$ cat src/rtl/uart_cmd_parser.sv
// Host command frame parser: SYNC, OPCODE, LEN, LEN payload bytes, CHK (XOR of OPCODE..payload).
// Streams payload bytes out, reports frame completion/status and keeps a saturating error count.
module uart_cmd_parser #(
    parameter logic [7:0]  SYNC_BYTE    = 8'hA5,
    parameter int unsigned MAX_PAYLOAD  = 64,
    parameter int unsigned TIMEOUT_CLKS = 1_000_000
) (
    input  logic       clk,
    input  logic       rst_n,
    input  logic [7:0] rx_data,
    input  logic       rx_valid,
    input  logic       framing_error,
    output logic       cmd_start,
    output logic [7:0] cmd_opcode,
    output logic [7:0] cmd_len,
    output logic       pay_valid,
    output logic [7:0] pay_data,
    output logic [7:0] pay_index,
    output logic       cmd_done,
    output logic       cmd_ok,
    output logic       err_timeout,
    output logic       err_frame,
    output logic       err_len,
    output logic [7:0] err_count,
    output logic       busy
);

    localparam int unsigned    TW     = $clog2(TIMEOUT_CLKS);
    localparam logic [TW-1:0]  TLast  = TW'(TIMEOUT_CLKS - 1);
    localparam logic [8:0]     MaxLen = 9'(MAX_PAYLOAD);

    typedef enum logic [2:0] {
        StHunt,
        StOpcode,
        StLen,
        StPayload,
        StCheck
    } state_e;

    state_e        state_q, state_d;
    logic [7:0]    acc_q, acc_d;
    logic [7:0]    idx_q, idx_d;
    logic [7:0]    op_q, op_d;
    logic [TW-1:0] tcnt_q, tcnt_d;
    logic          cmd_start_q, cmd_start_d;
    logic [7:0]    cmd_opcode_q, cmd_opcode_d;
    logic [7:0]    cmd_len_q, cmd_len_d;
    logic          pay_valid_q, pay_valid_d;
    logic [7:0]    pay_data_q, pay_data_d;
    logic [7:0]    pay_index_q, pay_index_d;
    logic          cmd_done_q, cmd_done_d;
    logic          cmd_ok_q, cmd_ok_d;
    logic          err_timeout_q, err_timeout_d;
    logic          err_frame_q, err_frame_d;
    logic          err_len_q, err_len_d;
    logic [7:0]    err_count_q, err_count_d;
    logic          busy_q, busy_d;
    logic          err_inc;

    always_comb begin
        state_d       = state_q;
        acc_d         = acc_q;
        idx_d         = idx_q;
        op_d          = op_q;
        cmd_start_d   = 1'b0;
        cmd_opcode_d  = cmd_opcode_q;
        cmd_len_d     = cmd_len_q;
        pay_valid_d   = 1'b0;
        pay_data_d    = pay_data_q;
        pay_index_d   = pay_index_q;
        cmd_done_d    = 1'b0;
        cmd_ok_d      = cmd_ok_q;
        err_timeout_d = 1'b0;
        err_frame_d   = 1'b0;
        err_len_d     = 1'b0;
        err_inc       = 1'b0;

        if (rx_valid || framing_error) begin
            tcnt_d = '0;
        end else if (state_q != StHunt) begin
            tcnt_d = tcnt_q + 1'b1;
        end else begin
            tcnt_d = '0;
        end

        // A framing error always wins over a coincident byte, which is dropped.
        if (framing_error) begin
            err_inc = 1'b1;
            if (state_q != StHunt) begin
                err_frame_d = 1'b1;
                state_d     = StHunt;
            end
        end else if (rx_valid) begin
            unique case (state_q)
                StHunt: begin
                    if (rx_data == SYNC_BYTE) state_d = StOpcode;
                end
                StOpcode: begin
                    op_d    = rx_data;
                    acc_d   = rx_data;
                    state_d = StLen;
                end
                StLen: begin
                    acc_d = acc_q ^ rx_data;
                    if ({1'b0, rx_data} > MaxLen) begin
                        err_len_d = 1'b1;
                        err_inc   = 1'b1;
                        state_d   = StHunt;
                    end else begin
                        // Published header only changes once a header is accepted.
                        cmd_start_d  = 1'b1;
                        cmd_opcode_d = op_q;
                        cmd_len_d    = rx_data;
                        idx_d        = 8'd0;
                        state_d      = (rx_data == 8'd0) ? StCheck : StPayload;
                    end
                end
                StPayload: begin
                    pay_valid_d = 1'b1;
                    pay_data_d  = rx_data;
                    pay_index_d = idx_q;
                    acc_d       = acc_q ^ rx_data;
                    idx_d       = idx_q + 8'd1;
                    if (idx_q == cmd_len_q - 8'd1) state_d = StCheck;
                end
                StCheck: begin
                    cmd_done_d = 1'b1;
                    cmd_ok_d   = (rx_data == acc_q);
                    err_inc    = (rx_data != acc_q);
                    state_d    = StHunt;
                end
                default: state_d = StHunt;
            endcase
        end else if ((state_q != StHunt) && (tcnt_q == TLast)) begin
            err_timeout_d = 1'b1;
            err_inc       = 1'b1;
            state_d       = StHunt;
            tcnt_d        = '0;
        end

        err_count_d = (err_inc && (err_count_q != 8'hFF)) ? err_count_q + 8'd1 : err_count_q;
        busy_d      = (state_d != StHunt);
    end

    always_ff @(posedge clk or negedge rst_n) begin
        if (!rst_n) begin
            state_q       <= StHunt;
            acc_q         <= 8'd0;
            idx_q         <= 8'd0;
            op_q          <= 8'd0;
            tcnt_q        <= '0;
            cmd_start_q   <= 1'b0;
            cmd_opcode_q  <= 8'd0;
            cmd_len_q     <= 8'd0;
            pay_valid_q   <= 1'b0;
            pay_data_q    <= 8'd0;
            pay_index_q   <= 8'd0;
            cmd_done_q    <= 1'b0;
            cmd_ok_q      <= 1'b0;
            err_timeout_q <= 1'b0;
            err_frame_q   <= 1'b0;
            err_len_q     <= 1'b0;
            err_count_q   <= 8'd0;
            busy_q        <= 1'b0;
        end else begin
            state_q       <= state_d;
            acc_q         <= acc_d;
            idx_q         <= idx_d;
            op_q          <= op_d;
            tcnt_q        <= tcnt_d;
            cmd_start_q   <= cmd_start_d;
            cmd_opcode_q  <= cmd_opcode_d;
            cmd_len_q     <= cmd_len_d;
            pay_valid_q   <= pay_valid_d;
            pay_data_q    <= pay_data_d;
            pay_index_q   <= pay_index_d;
            cmd_done_q    <= cmd_done_d;
            cmd_ok_q      <= cmd_ok_d;
            err_timeout_q <= err_timeout_d;
            err_frame_q   <= err_frame_d;
            err_len_q     <= err_len_d;
            err_count_q   <= err_count_d;
            busy_q        <= busy_d;
        end
    end

    assign cmd_start   = cmd_start_q;
    assign cmd_opcode  = cmd_opcode_q;
    assign cmd_len     = cmd_len_q;
    assign pay_valid   = pay_valid_q;
    assign pay_data    = pay_data_q;
    assign pay_index   = pay_index_q;
    assign cmd_done    = cmd_done_q;
    assign cmd_ok      = cmd_ok_q;
    assign err_timeout = err_timeout_q;
    assign err_frame   = err_frame_q;
    assign err_len     = err_len_q;
    assign err_count   = err_count_q;
    assign busy        = busy_q;

endmodule

$ cat config.mk
export PLATFORM = sky130hd
export DESIGN_NAME = uart_cmd_parser
export DESIGN_NICKNAME = d
export VERILOG_FILES = /design/src/rtl/uart_cmd_parser.sv
export SDC_FILE = /design/constraint.sdc
export NUM_CORES = 1
export LEC_CHECK = 0
export ABC_AREA = 1
export CORE_ASPECT_RATIO = 0.75
export CORE_MARGIN = 2
export CORE_UTILIZATION = 25
export DETAILED_ROUTE_END_ITERATION = 7
export GPL_ROUTABILITY_DRIVEN = 0
export HOLD_SLACK_MARGIN = 0.05
export PLACE_DENSITY = 0.39
export SYNTH_ARGS = -nofsm -noshare
export SYNTH_HDL_FRONTEND = slang
export SYNTH_SLANG_ARGS = --single-unit
$ cat constraint.sdc
create_clock -name clk -period 2.2 [get_ports clk]
set_clock_uncertainty 0.1 [all_clocks]
set_input_delay 0.33 -clock clk [delete_from_list [all_inputs] [get_ports clk]]
set_output_delay 0.33 -clock clk [all_outputs]
set_load 0.005 [all_outputs]
==> run_results.csv, run 1 <==
group,metric,value,unit
clock_network,cts_root_buffer,"clkbuf_16",
synth,yosys.area.top_type_share,51.3,%
synth,yosysSeqAreaShare,51.3,%
routing,final_antenna_net_count,0,
global_route,track_usage,13.1,%
clock_network,cts_buffer_depth,2,
pwr,ir_drop,0.000334,V
die,die_w,161,µm
place,dpl.hpwl,8.98,mm
cells_and_area,diodes,0,
global_route,grt_max_degree,44,
sta,layout_min_cycle_time,2.05,ns
synth,syn_area_per_cell,8.47,µm²
place,dp_slack,-0.0354,ns
pwr,p_leak,2.87,nW
synth,synth-simple-area-share,26.0,%
pwr,seq_power_share,47.3,%
worst_setup_path,cp.required,2.33,ns
synth,synth_cell_type_count,37,
synth,postSynthCellCount,547,
synth,synth.largest_area_cell,"dfrtp_1",
pwr,clkPwrFrac,39.7,%
sta,period_share,93.4,%
clock_network,clkTransAtPathRegs,0.06,ns
clock_network,cts_sinks,95,
worst_setup_path,rr_worst_depth,10,
cells_and_area,layout.nets,660,
pwr,swShare,25.1,%
synth,synth.area.top_cells,"dfrtp_1 51%, nand2_1 12%, o21ai_0 5.2%, inv_1 3.9%, nor2_1 3.5%",
synth,synth_edf_count,0,
routing,avgRoutedWirePerCell,13.3,µm
run,drv_cap,0,
worst_setup_path,r2r-end,"err_count[0]",
worst_setup_path,path_max_fanout,9,
die,die_area,19600,µm²
sta,finalMaxSlewViolations,0,
worst_setup_path,worstPathArrival,2.19,ns
synth,synthTopCellsByCount,"148 x nand2_1, 95 x dfrtp_1, 48 x inv_1, 48 x o21ai_0, 43 x nor2_1",
synth,yosys_warnings,0,
synth,synth_ff_type,"dfrtp_1",
cells_and_area,layout-drive-gt1-share,15.4,%
pwr,internal-power,3.10,mW
global_route,grt_antenna_before_repair,0,
synth,synthAdderAreaFrac,1.08,%
pwr,p_total,4.14,mW
cells_and_area,nFillCells,1914,
synth,synth_top_family_by_area,"simple AND/OR/NAND/NOR gates",
sta,setup_viol,0,
sta,fin_ws,0.146,ns
synth,synth_seq_cells,95,
die,coreArea,18300,µm²
clock_network,h-tree-depth,3,
synth,synth_compound_area_share,9.56,%
die,ios,60,
die,die_h,122,µm
worst_setup_path,path_class,"reg -> reg",
synth,syn_area,4630,µm²
synth,muxShareOfSynthArea,0.243,%
routing,vias_per_cell,4.27,
synth,syn_nets,563,
routing,routed_wirelength,11.9,mm
worst_setup_path,r2r_start,"tcnt_q[0]",
cells_and_area,area_delta_synth_final,33.0,%
worst_setup_path,crit_path_end_kind,"flop",
clock_network,cts_tree,"built",
worst_setup_path,worstSetupEndpoint,"err_count[0]",
clock_network,cts_inserted_buffers,9,
global_route,grt_pass1_wl,19.9,mm
routing,vias,3827,
place,io_buffers,59,
synth,synth_most_common_cell,"nand2_1",
clock_network,clk_latency,0.35,ns
pwr,powerDensity,672,nW/µm²
pwr,switching_power,1.04,mW
sta,fmax,487,MHz
sta,hold_viol_final,0,
min_path,hp-class,"in -> async",
sta,relSlewSlack,61.6,%
worst_setup_path,startpoint_type,"flop",
worst_setup_path,startpoint,"tcnt_q[0]",
synth,synth_xor_area_share,5.86,%
sta,worst_pin_slew,0.576,ns
routing,first_pass_iters,4,
pwr,power_frac_comb,13.0,%
routing,first_iter_violations,172,
die,rows,43,
status,run_status,"completed",
die,initial_utilization,25.2,%
global_route,grt_pass1_vias,3688,
global_route,grt_overflow,0,
worst_setup_path,reg2reg_slack,0.15,ns
routing,drcViolationCount,0,
synth,ys_async_sr_fraction,100,%
-- cell type report --
type,instances,area [µm²],area share [%]
well taps,247,309,5.02
multi-input cells,380,2030,32.9
inverters,64,240,3.90
clock buffers,12,267,4.32
flip-flops and latches,95,2380,38.6
clock inverters,4,51.3,0.832
repair buffers,94,891,14.5
-- flip-flops by register name, indices dropped and copies added (netlist names), 3 cells and up --
register    cells
idx_q           8
cmd_opcode      8
acc_q           8
pay_data        8
err_count       8
pay_index       8
cmd_len         8
tcnt_q         20
state_q         3
op_q            8
-- cells in the final DEF, fill, tap and decap left out, types with 11 or more instances in the layout --
cell / n
nand3_1: 32
xor2_1: 16
o21ai_1: 11
xnor2_1: 15
clkdlybuf4s50_1: 58
inv_2: 16
nor3_1: 13
dfrtp_1: 95
nor2_1: 39
o21ai_0: 48
inv_1: 48
nand2_1: 146
buf_4: 32
-- worst max-delay path, cell delays in order, from the launching register on --
cell and delay [ns]:
dfrtp_1 0.37, ha_2 0.19, nand2_1 0.06, inv_2 0.07, nand4_2 0.11, inv_2 0.09
buf_4 0.12, nand4_2 0.23, a21oi_4 0.32, nand2_4 0.12, xor2_1 0.17
-- per-layer routing --
| layer | part of all wire, % | routed length [µm] | GRT usage [%] |
|---|---|---|---|
| met1 | 52 | 6220 | 19.3 |
| met2 | 42 | 4960 | 18.6 |
| met3 | 4.9 | 579 | 3.95 |
| met4 | 1.0 | 119 | 3.01 |
| met5 | 0 | 0 | 0 |
-- cell families (layout without fill, tap and decap cells) --
| group | count (synthesis) | after routing |
|---|---|---|
| AOI/OAI and AO/OA | 77 | 77 |
| xor gates and xnor gates | 31 | 31 |
| adders and majority gates | 4 | 4 |
| buffers and inverters | 72 | 174 |
| DFF | 95 | 95 |
| muxes | 1 | 1 |
| and+or+nand+nor | 267 | 267 |
-- metrics by stage --
| step | utilization [%] | std cells | TNS (ns) | instance area, µm² | hold slack (ns) |
|---|---|---|---|---|---|
| 2_1_floorplan | - | 547 | 0 | 4630 | -0.0656 |
| 3_3_place_gp | 31.3 | 872 | 0 | 5740 | 0.205 |
| 3_5_place_dp | 31.3 | 872 | -0.0354 | 5740 | 0.206 |
| 4_1_cts | 33.0 | 889 | 0 | 6060 | 0.361 |
| 5_1_grt | 33.6 | 896 | -0.00418 | 6160 | 0.398 |
| 6_report | 33.6 | 896 | 0 | 6160 | 0.359 |
-- how the worst min path moves through the flow --
| stage | slack, ns | end | depth (start not counted) | startpoint |
|---|---|---|---|---|
| 6_report | 0.36 | tcnt_q[3] | 2 | rst_n |
| 5_1_grt | 0.40 | tcnt_q[3] | 2 | rst_n |
| 4_1_cts | 0.36 | tcnt_q[0] | 1 | tcnt_q[0] |
| 3_5_place_dp | 0.21 | tcnt_q[3] | 1 | rst_n |
| 3_3_place_gp | 0.20 | tcnt_q[4] | 1 | rst_n |
| 2_1_floorplan | -0.07 | acc_q[0] | 0 | rst_n |
-- what timing repair did --
item | 4_1_cts | 5_1_grt
hold buffers | 1 | 0
hold endpoints to repair | 26 | 0
setup buffers | 0 | 7
endpoints found under the setup margin | 0 | 14
gates resized for setup | 0 | 12
-- power groups by stage --
stage | combinational [mW] | clock, mW | sequential [mW]
finish | 0.539 | 1.64 | 1.96
global route | 0.614 | 1.78 | 1.98
CTS | 0.544 | 1.72 | 1.96
detailed placement | 0.538 | 0 | 1.99
global placement | 0.543 | 0 | 1.99
floorplan | 0.250 | 0 | 1.96
No activity file was read; power rests on OpenSTA's default activity.
==> run 2, diff against run 1 <==
--- a/config.mk
+++ b/config.mk
@@ -12,7 +12,8 @@
 export DETAILED_ROUTE_END_ITERATION = 7
 export GPL_ROUTABILITY_DRIVEN = 0
 export HOLD_SLACK_MARGIN = 0.05
-export PLACE_DENSITY = 0.39
+export PLACE_DENSITY_LB_ADDON = 0.25
+export SKIP_LAST_GASP = 1
 export SYNTH_ARGS = -nofsm -noshare
 export SYNTH_HDL_FRONTEND = slang
 export SYNTH_SLANG_ARGS = --single-unit
==> run 2 against run 1 <==
Global-route usage shrank 0.53 points. Fmax grew 1.2%. Sequential share of layout area grew 0.54 points. Register-to-register slack gained 0.03 ns. Critical path depth grew 4. Critical path type unchanged. Largest cell class unchanged.
==> run_results.csv, run 2 (synthesis results as in run 1) <==
group,metric,value,unit
cells_and_area,top_register,"tcnt_q",
sta,rsz0062_at_grt,"true",
worst_setup_path,r2r_start,"tcnt_q[0]",
worst_setup_path,reg2reg_slack,0.17,ns
worst_setup_path,path_class,"reg -> reg",
cells_and_area,layout-drive-gt1-share,14.7,%
sta,fmax,493,MHz
die,die_w,161,µm
worst_setup_path,crit_path_end_kind,"flop",
pwr,ir_drop,0.000332,V
die,initial_utilization,25.2,%
cells_and_area,final_cell_mix,"147 x nand2_1, 95 x dfrtp_1, 58 x clkdlybuf4s50_1, 48 x inv_1, 47 x o21ai_0",
die,coreArea,18300,µm²
worst_setup_path,crit_path_frequent_cell,"inv_2",
clock_network,cts_tree,"built",
global_route,grt_pass1_vias,3779,
pwr,p_leak,2.83,nW
routing,drcViolationCount,0,
worst_setup_path,cpLargestDelayFamily,"simple AND/OR/NAND/NOR gates",
sta,worst_pin_slew,0.580,ns
clock_network,cts_buffer_depth,2,
routing,routed_wirelength,11.5,mm
routing,first_iter_violations,247,
worst_setup_path,startpoint_type,"flop",
cells_and_area,final_util,33.1,%
sta,hold_viol_final,0,
sta,setup_viol,0,
global_route,grt_pass1_wl,19.3,mm
worst_setup_path,rr_worst_depth,14,
cells_and_area,area_delta_synth_final,31.2,%
worst_setup_path,crit_slowest_cell,"dfrtp_1",
routing,first_pass_iters,4,
global_route,track_usage,12.5,%
worst_setup_path,path_max_fanout,3,
routing,avgRoutedWirePerCell,12.8,µm
routing,vias_per_cell,4.34,
global_route,grt_overflow,0,
run,drv_cap,0,
die,rows,43,
clock_network,cts_sinks,95,
die,die_h,122,µm
sta,layout_min_cycle_time,2.03,ns
clock_network,clk_latency,0.35,ns
die,die_area,19600,µm²
cells_and_area,finalInstanceArea,6080,µm²
worst_setup_path,worstPathArrival,2.16,ns
cells_and_area,largest_reg_flops,20,
place,placed_cell_area,5750,µm²
clock_network,clkTransAtPathRegs,0.07,ns
worst_setup_path,path_buf_inv,3,
worst_setup_path,r2r-end,"tcnt_q[18]",
worst_setup_path,worstPathCellList,"ha_2 > nand2_1 > inv_2 > nand4_2 > inv_2 > nand4_1 > nor2_2 > inv_2 > nor2_4 > nand2_2 > nor2_4 > nand3_1 > nand2_1 > nor2_1",
clock_network,cts_inserted_buffers,9,
worst_setup_path,cp.required,2.33,ns
sta,finalMaxSlewViolations,0,
routing,vias,3881,
cells_and_area,layout_commonest_cell,"nand2_1",
global_route,grt_antenna_before_repair,0,
routing,final_antenna_net_count,0,
min_path,hp-class,"in -> async",
cells_and_area,layout.nets,658,
clock_network,cts_root_buffer,"clkbuf_16",
die,ios,60,
sta,period_share,92.2,%
place,io_buffers,59,
clock_network,h-tree-depth,3,
place,dpl.hpwl,8.85,mm
worst_setup_path,slowest_delay,0.38,ns
cells_and_area,diodes,0,
global_route,grt_max_degree,34,
pwr,powerDensity,654,nW/µm²
sta,relSlewSlack,61.3,%
status,run_status,"completed",
[run 2: changes by cell type in the layout (fill, tap and decap cells not counted), sizes merged]
cell and change:
inv +1, clkbuf -3, clkinv +1, buf -2, clkinvlp +2, bufinv -1
[run 2: how the worst max path moves through the flow]
| stage | depth (start not counted) | endpoint | slack (ns) | startpoint |
|---|---|---|---|---|
| 2_1_floorplan | 15 | busy | 0.39 | cmd_len[0] |
| 3_3_place_gp | 8 | err_count[0] | 0.07 | rx_data[2] |
| 3_5_place_dp | 8 | err_count[0] | -0.003 | rx_data[7] |
| 4_1_cts | 14 | tcnt_q[18] | 0.07 | tcnt_q[0] |
| 5_1_grt | 14 | tcnt_q[18] | -0.05 | tcnt_q[0] |
| 6_report | 14 | tcnt_q[18] | 0.17 | tcnt_q[0] |
[run 2: timing repair]
action / 4_1_cts / 5_1_grt
endpoints found under the hold margin: 21 / 0
gates resized for setup: 0 / 9
endpoints found under the setup margin: 0 / 4
setup buffers: 0 / 1
hold buffers: 1 / 0
[run 2: power by group]
| group | total (mW) | switching [mW] | leakage, nW | internal [mW] |
|---|---|---|---|---|
| sequential | 1.95 | 0.113 | 1.27 | 1.84 |
| clock | 1.49 | 0.708 | 0.130 | 0.778 |
| combinational | 0.537 | 0.253 | 1.43 | 0.284 |
| total | 3.98 | 1.07 | 2.83 | 2.90 |
[run 2: area by class of cell]
class / count / area (µm²)
timing repair buffer: 92 / 863
sequential: 95 / 2380
tap: 247 / 309
fill: 1878 / 12300
clock inverter: 7 / 56.3
clock buffer: 9 / 225
inverter: 64 / 240
multi-input combinational: 380 / 2010
[run 2: per-layer routing]
layer / routed length [µm] / vias up / GRT usage [%]
met2: 4920 / 88 / 18.9
met3: 529 / 6 / 3.47
li1: - / 1954 / -
met1: 5920 / 1833 / 17.5
met4: 102 / 0 / 3.85
met5: 0 / - / 0
[run 2: worst register-to-register path, cell delays in order (launching register included)]
cell,delay [ns]
dfrtp_1,0.38
ha_2,0.19
nand2_1,0.06
inv_2,0.07
nand4_2,0.10
inv_2,0.11
nand4_1,0.15
nor2_2,0.18
inv_2,0.07
nor2_4,0.11
nand2_2,0.09
nor2_4,0.12
nand3_1,0.07
nand2_1,0.06
nor2_1,0.04
[run 2: through the flow]
| step | setup TNS [ns] | total power, mW | setup WS (ns) | instances | hold slack, ns |
|---|---|---|---|---|---|
| finish | 0 | 3.98 | 0.171 | 894 | 0.335 |
| global route | -0.0452 | 4.20 | -0.0452 | 894 | 0.365 |
| CTS | 0 | 4.04 | 0.0653 | 893 | 0.333 |
| detailed placement | -0.00329 | 2.53 | -0.00329 | 876 | 0.165 |
| global placement | 0 | 2.52 | 0.0696 | 876 | 0.157 |
| floorplan | 0 | 2.21 | 0.390 | 547 | -0.0656 |
==> run 3, diff against run 2 <==
--- a/config.mk
+++ b/config.mk
@@ -6,6 +6,8 @@
 export NUM_CORES = 1
 export LEC_CHECK = 0
 export ABC_AREA = 1
+export CELL_PAD_IN_SITES_DETAIL_PLACEMENT = 0
+export CELL_PAD_IN_SITES_GLOBAL_PLACEMENT = 1
 export CORE_ASPECT_RATIO = 0.75
 export CORE_MARGIN = 2
 export CORE_UTILIZATION = 25
==> constraint.sdc (replaced) <==
create_clock -name clk -period 2.4 [get_ports clk]
set_clock_uncertainty 0.1 [all_clocks]
set_input_delay 0.36 -clock clk [delete_from_list [all_inputs] [get_ports clk]]
set_output_delay 0.36 -clock clk [all_outputs]
set_load 0.005 [all_outputs]
==> run 3 against run 2 <==
Critical path depth fell by 7. Clock-buffer cell count did not move. Register-to-register slack improved by 0.15 ns. Power fell by 1.9%. Non-clock buffer count fell by 12. Sequential share of layout area rose by 0.42 points. Critical path type unchanged. Critical endpoint is now err_count[0]. Largest power group unchanged.
==> run_results.csv, run 3 (synthesis results as in run 1) <==
group,metric,value,unit
status,run_status,"completed",
global_route,grt_overflow,0,
cells_and_area,final_util,32.8,%
cells_and_area,instances_no_fill,882,
pwr,p_leak,2.80,nW
die,die_area,19600,µm²
cells_and_area,area_delta_synth_final,29.8,%
sta,hold_viol_final,0,
cells_and_area,diodes,0,
worst_setup_path,slowest_delay,0.40,ns
die,rows,43,
worst_setup_path,r2r-end,"err_count[0]",
worst_setup_path,crit_slowest_cell,"dfrtp_1",
clock_network,postCtsSetupBuffers,0,
worst_setup_path,startpoint_type,"flop",
pwr,powerDensity,649,nW/µm²
place,io_buffers,59,
die,coreArea,18300,µm²
place,placed_cell_area,5670,µm²
worst_setup_path,r2r_start,"tcnt_q[15]",
die,ios,60,
clock_network,h-tree-depth,3,
sta,timing.hold.ws,0.340,ns
cells_and_area,nFillCells,1919,
sta,fin_ws,0.320,ns
routing,first_iter_violations,231,
worst_setup_path,path_max_fanout,9,
cells_and_area,layout.nets,646,
clock_network,clk_latency,0.35,ns
routing,drcViolationCount,0,
routing,avgRoutedWirePerCell,13.5,µm
sta,period_share,86.7,%
pwr,power_frac_comb,12.6,%
cells_and_area,final_cell_mix,"148 x nand2_1, 95 x dfrtp_1, 58 x clkdlybuf4s50_1, 48 x o21ai_0, 47 x inv_1",
sta,relSlewSlack,59.6,%
global_route,grt_antenna_before_repair,0,
routing,routed_wirelength,11.9,mm
cells_and_area,largest_reg_flops,20,
routing,final_antenna_net_count,0,
die,initial_utilization,25.2,%
cells_and_area,top_register,"tcnt_q",
pwr,seq_power_share,45.9,%
worst_setup_path,crit_path_end_kind,"flop",
place,dp_slack,0.146,ns
pwr,clkPwrFrac,41.5,%
sta,layout_min_cycle_time,2.08,ns
die,die_w,161,µm
clock_network,cts_buffer_depth,2,
global_route,top_usage_layer,"met2",
global_route,use_met1,18.1,%
worst_setup_path,cp.required,2.53,ns
cells_and_area,layout-drive-gt1-share,12.4,%
global_route,grt_max_degree,39,
place,dpl.hpwl,8.75,mm
sta,setup_viol,0,
pwr,switching_power,1.03,mW
routing,first_pass_iters,4,
sta,setup_tns,0,ns
clock_network,cts_tree,"built",
pwr,p_total,3.90,mW
global_route,grt_pass1_wl,19.8,mm
routing,vias_per_cell,4.32,
place,dp_cells,865,
sta,worst_pin_slew,0.606,ns
worst_setup_path,rr_worst_depth,7,
worst_setup_path,reg2reg_slack,0.32,ns
pwr,swShare,26.4,%
pwr,ir_drop,0.000392,V
global_route,met2_usage,19.7,%
worst_setup_path,worstPathArrival,2.21,ns
cells_and_area,layout_commonest_cell,"nand2_1",
clock_network,cts_sinks,95,
sta,rsz0062_at_grt,"false",
routing,vias,3811,
worst_setup_path,cpLargestDelayFamily,"simple AND/OR/NAND/NOR gates",
clock_network,cts_root_buffer,"clkbuf_16",
cells_and_area,finalInstanceArea,6010,µm²
worst_setup_path,worstPathCellList,"inv_2 > nand2_1 > nor4_1 > nand4_2 > a21oi_4 > nand2_4 > xor2_1",
global_route,grt_pass1_vias,3796,
global_route,grtUsageMet3,2.89,%
clock_network,clkTransAtPathRegs,0.07,ns
sta,fmax,481,MHz
run,drv_cap,0,
min_path,hp-class,"in -> async",
die,die_h,122,µm
worst_setup_path,path_class,"reg -> reg",
worst_setup_path,path_buf_inv,1,
sta,finalMaxSlewViolations,0,
pwr,internal-power,2.87,mW
global_route,track_usage,12.9,%
clock_network,cts_inserted_buffers,9,
run 3: cell count changes in the layout (fill, tap and decap cells not counted), moves of 2 or more:
cell | before | now
buf_4 | 31 | 19
nor2_1 | 39 | 42
bufinv_16 | 0 | 2
clkinvlp_4 | 3 | 1
nor2_4 | 3 | 1
run 3: metal layers:
layer  share of wire [%]  routed length (µm)
met1                  52                6240
met2                  43                5130
met3                 3.2                 379
met4                 1.4                 166
met5                   0                   0
run 3: power by group through the flow:
stage	sequential, mW	clock, mW	combinational, mW
after floorplan	1.80	0	0.229
after detailed placement	1.82	0	0.494
after CTS	1.79	1.67	0.498
final	1.79	1.62	0.491
after global placement	1.82	0	0.493
after global routing	1.81	1.72	0.554
run 3: worst max path at each step:
| stage | depth (start not counted) | endpoint | slack (ns) | start |
|---|---|---|---|---|
| final | 7 | err_count[0] | 0.32 | tcnt_q[15] |
| after global routing | 15 | busy | 0.02 | cmd_len[0] |
| after CTS | 15 | busy | 0.25 | cmd_len[0] |
| after detailed placement | 8 | err_count[0] | 0.15 | rx_data[7] |
| after global placement | 8 | err_count[0] | 0.15 | rx_data[7] |
| after floorplan | 15 | busy | 0.59 | cmd_len[0] |
run 3: worst register-to-register path: stages (launching register included):
cell and delay, ns:
dfrtp_1 0.40, inv_2 0.09, nand2_1 0.05, nor4_1 0.36, nand4_2 0.32, a21oi_4 0.33, nand2_4 0.13, xor2_1 0.17
run 3: cell type report:
| type | count | area [µm²] | share of cell area (%) |
|---|---|---|---|
| Clock buffer | 9 | 225 | 3.75 |
| Clock inverter | 7 | 104 | 1.73 |
| Inverter | 64 | 240 | 4.00 |
| Multi-Input combinational cell | 380 | 1980 | 33.0 |
| Sequential cell | 95 | 2380 | 39.5 |
| Tap cell | 247 | 309 | 5.14 |
| Timing Repair Buffer | 80 | 773 | 12.9 |
run 3: timing repair:
action                                 CTS  global route
endpoints found under the hold margin   16             0
hold buffers                             1             0
gates resized for setup                  0             2
setup endpoints to repair                0             4
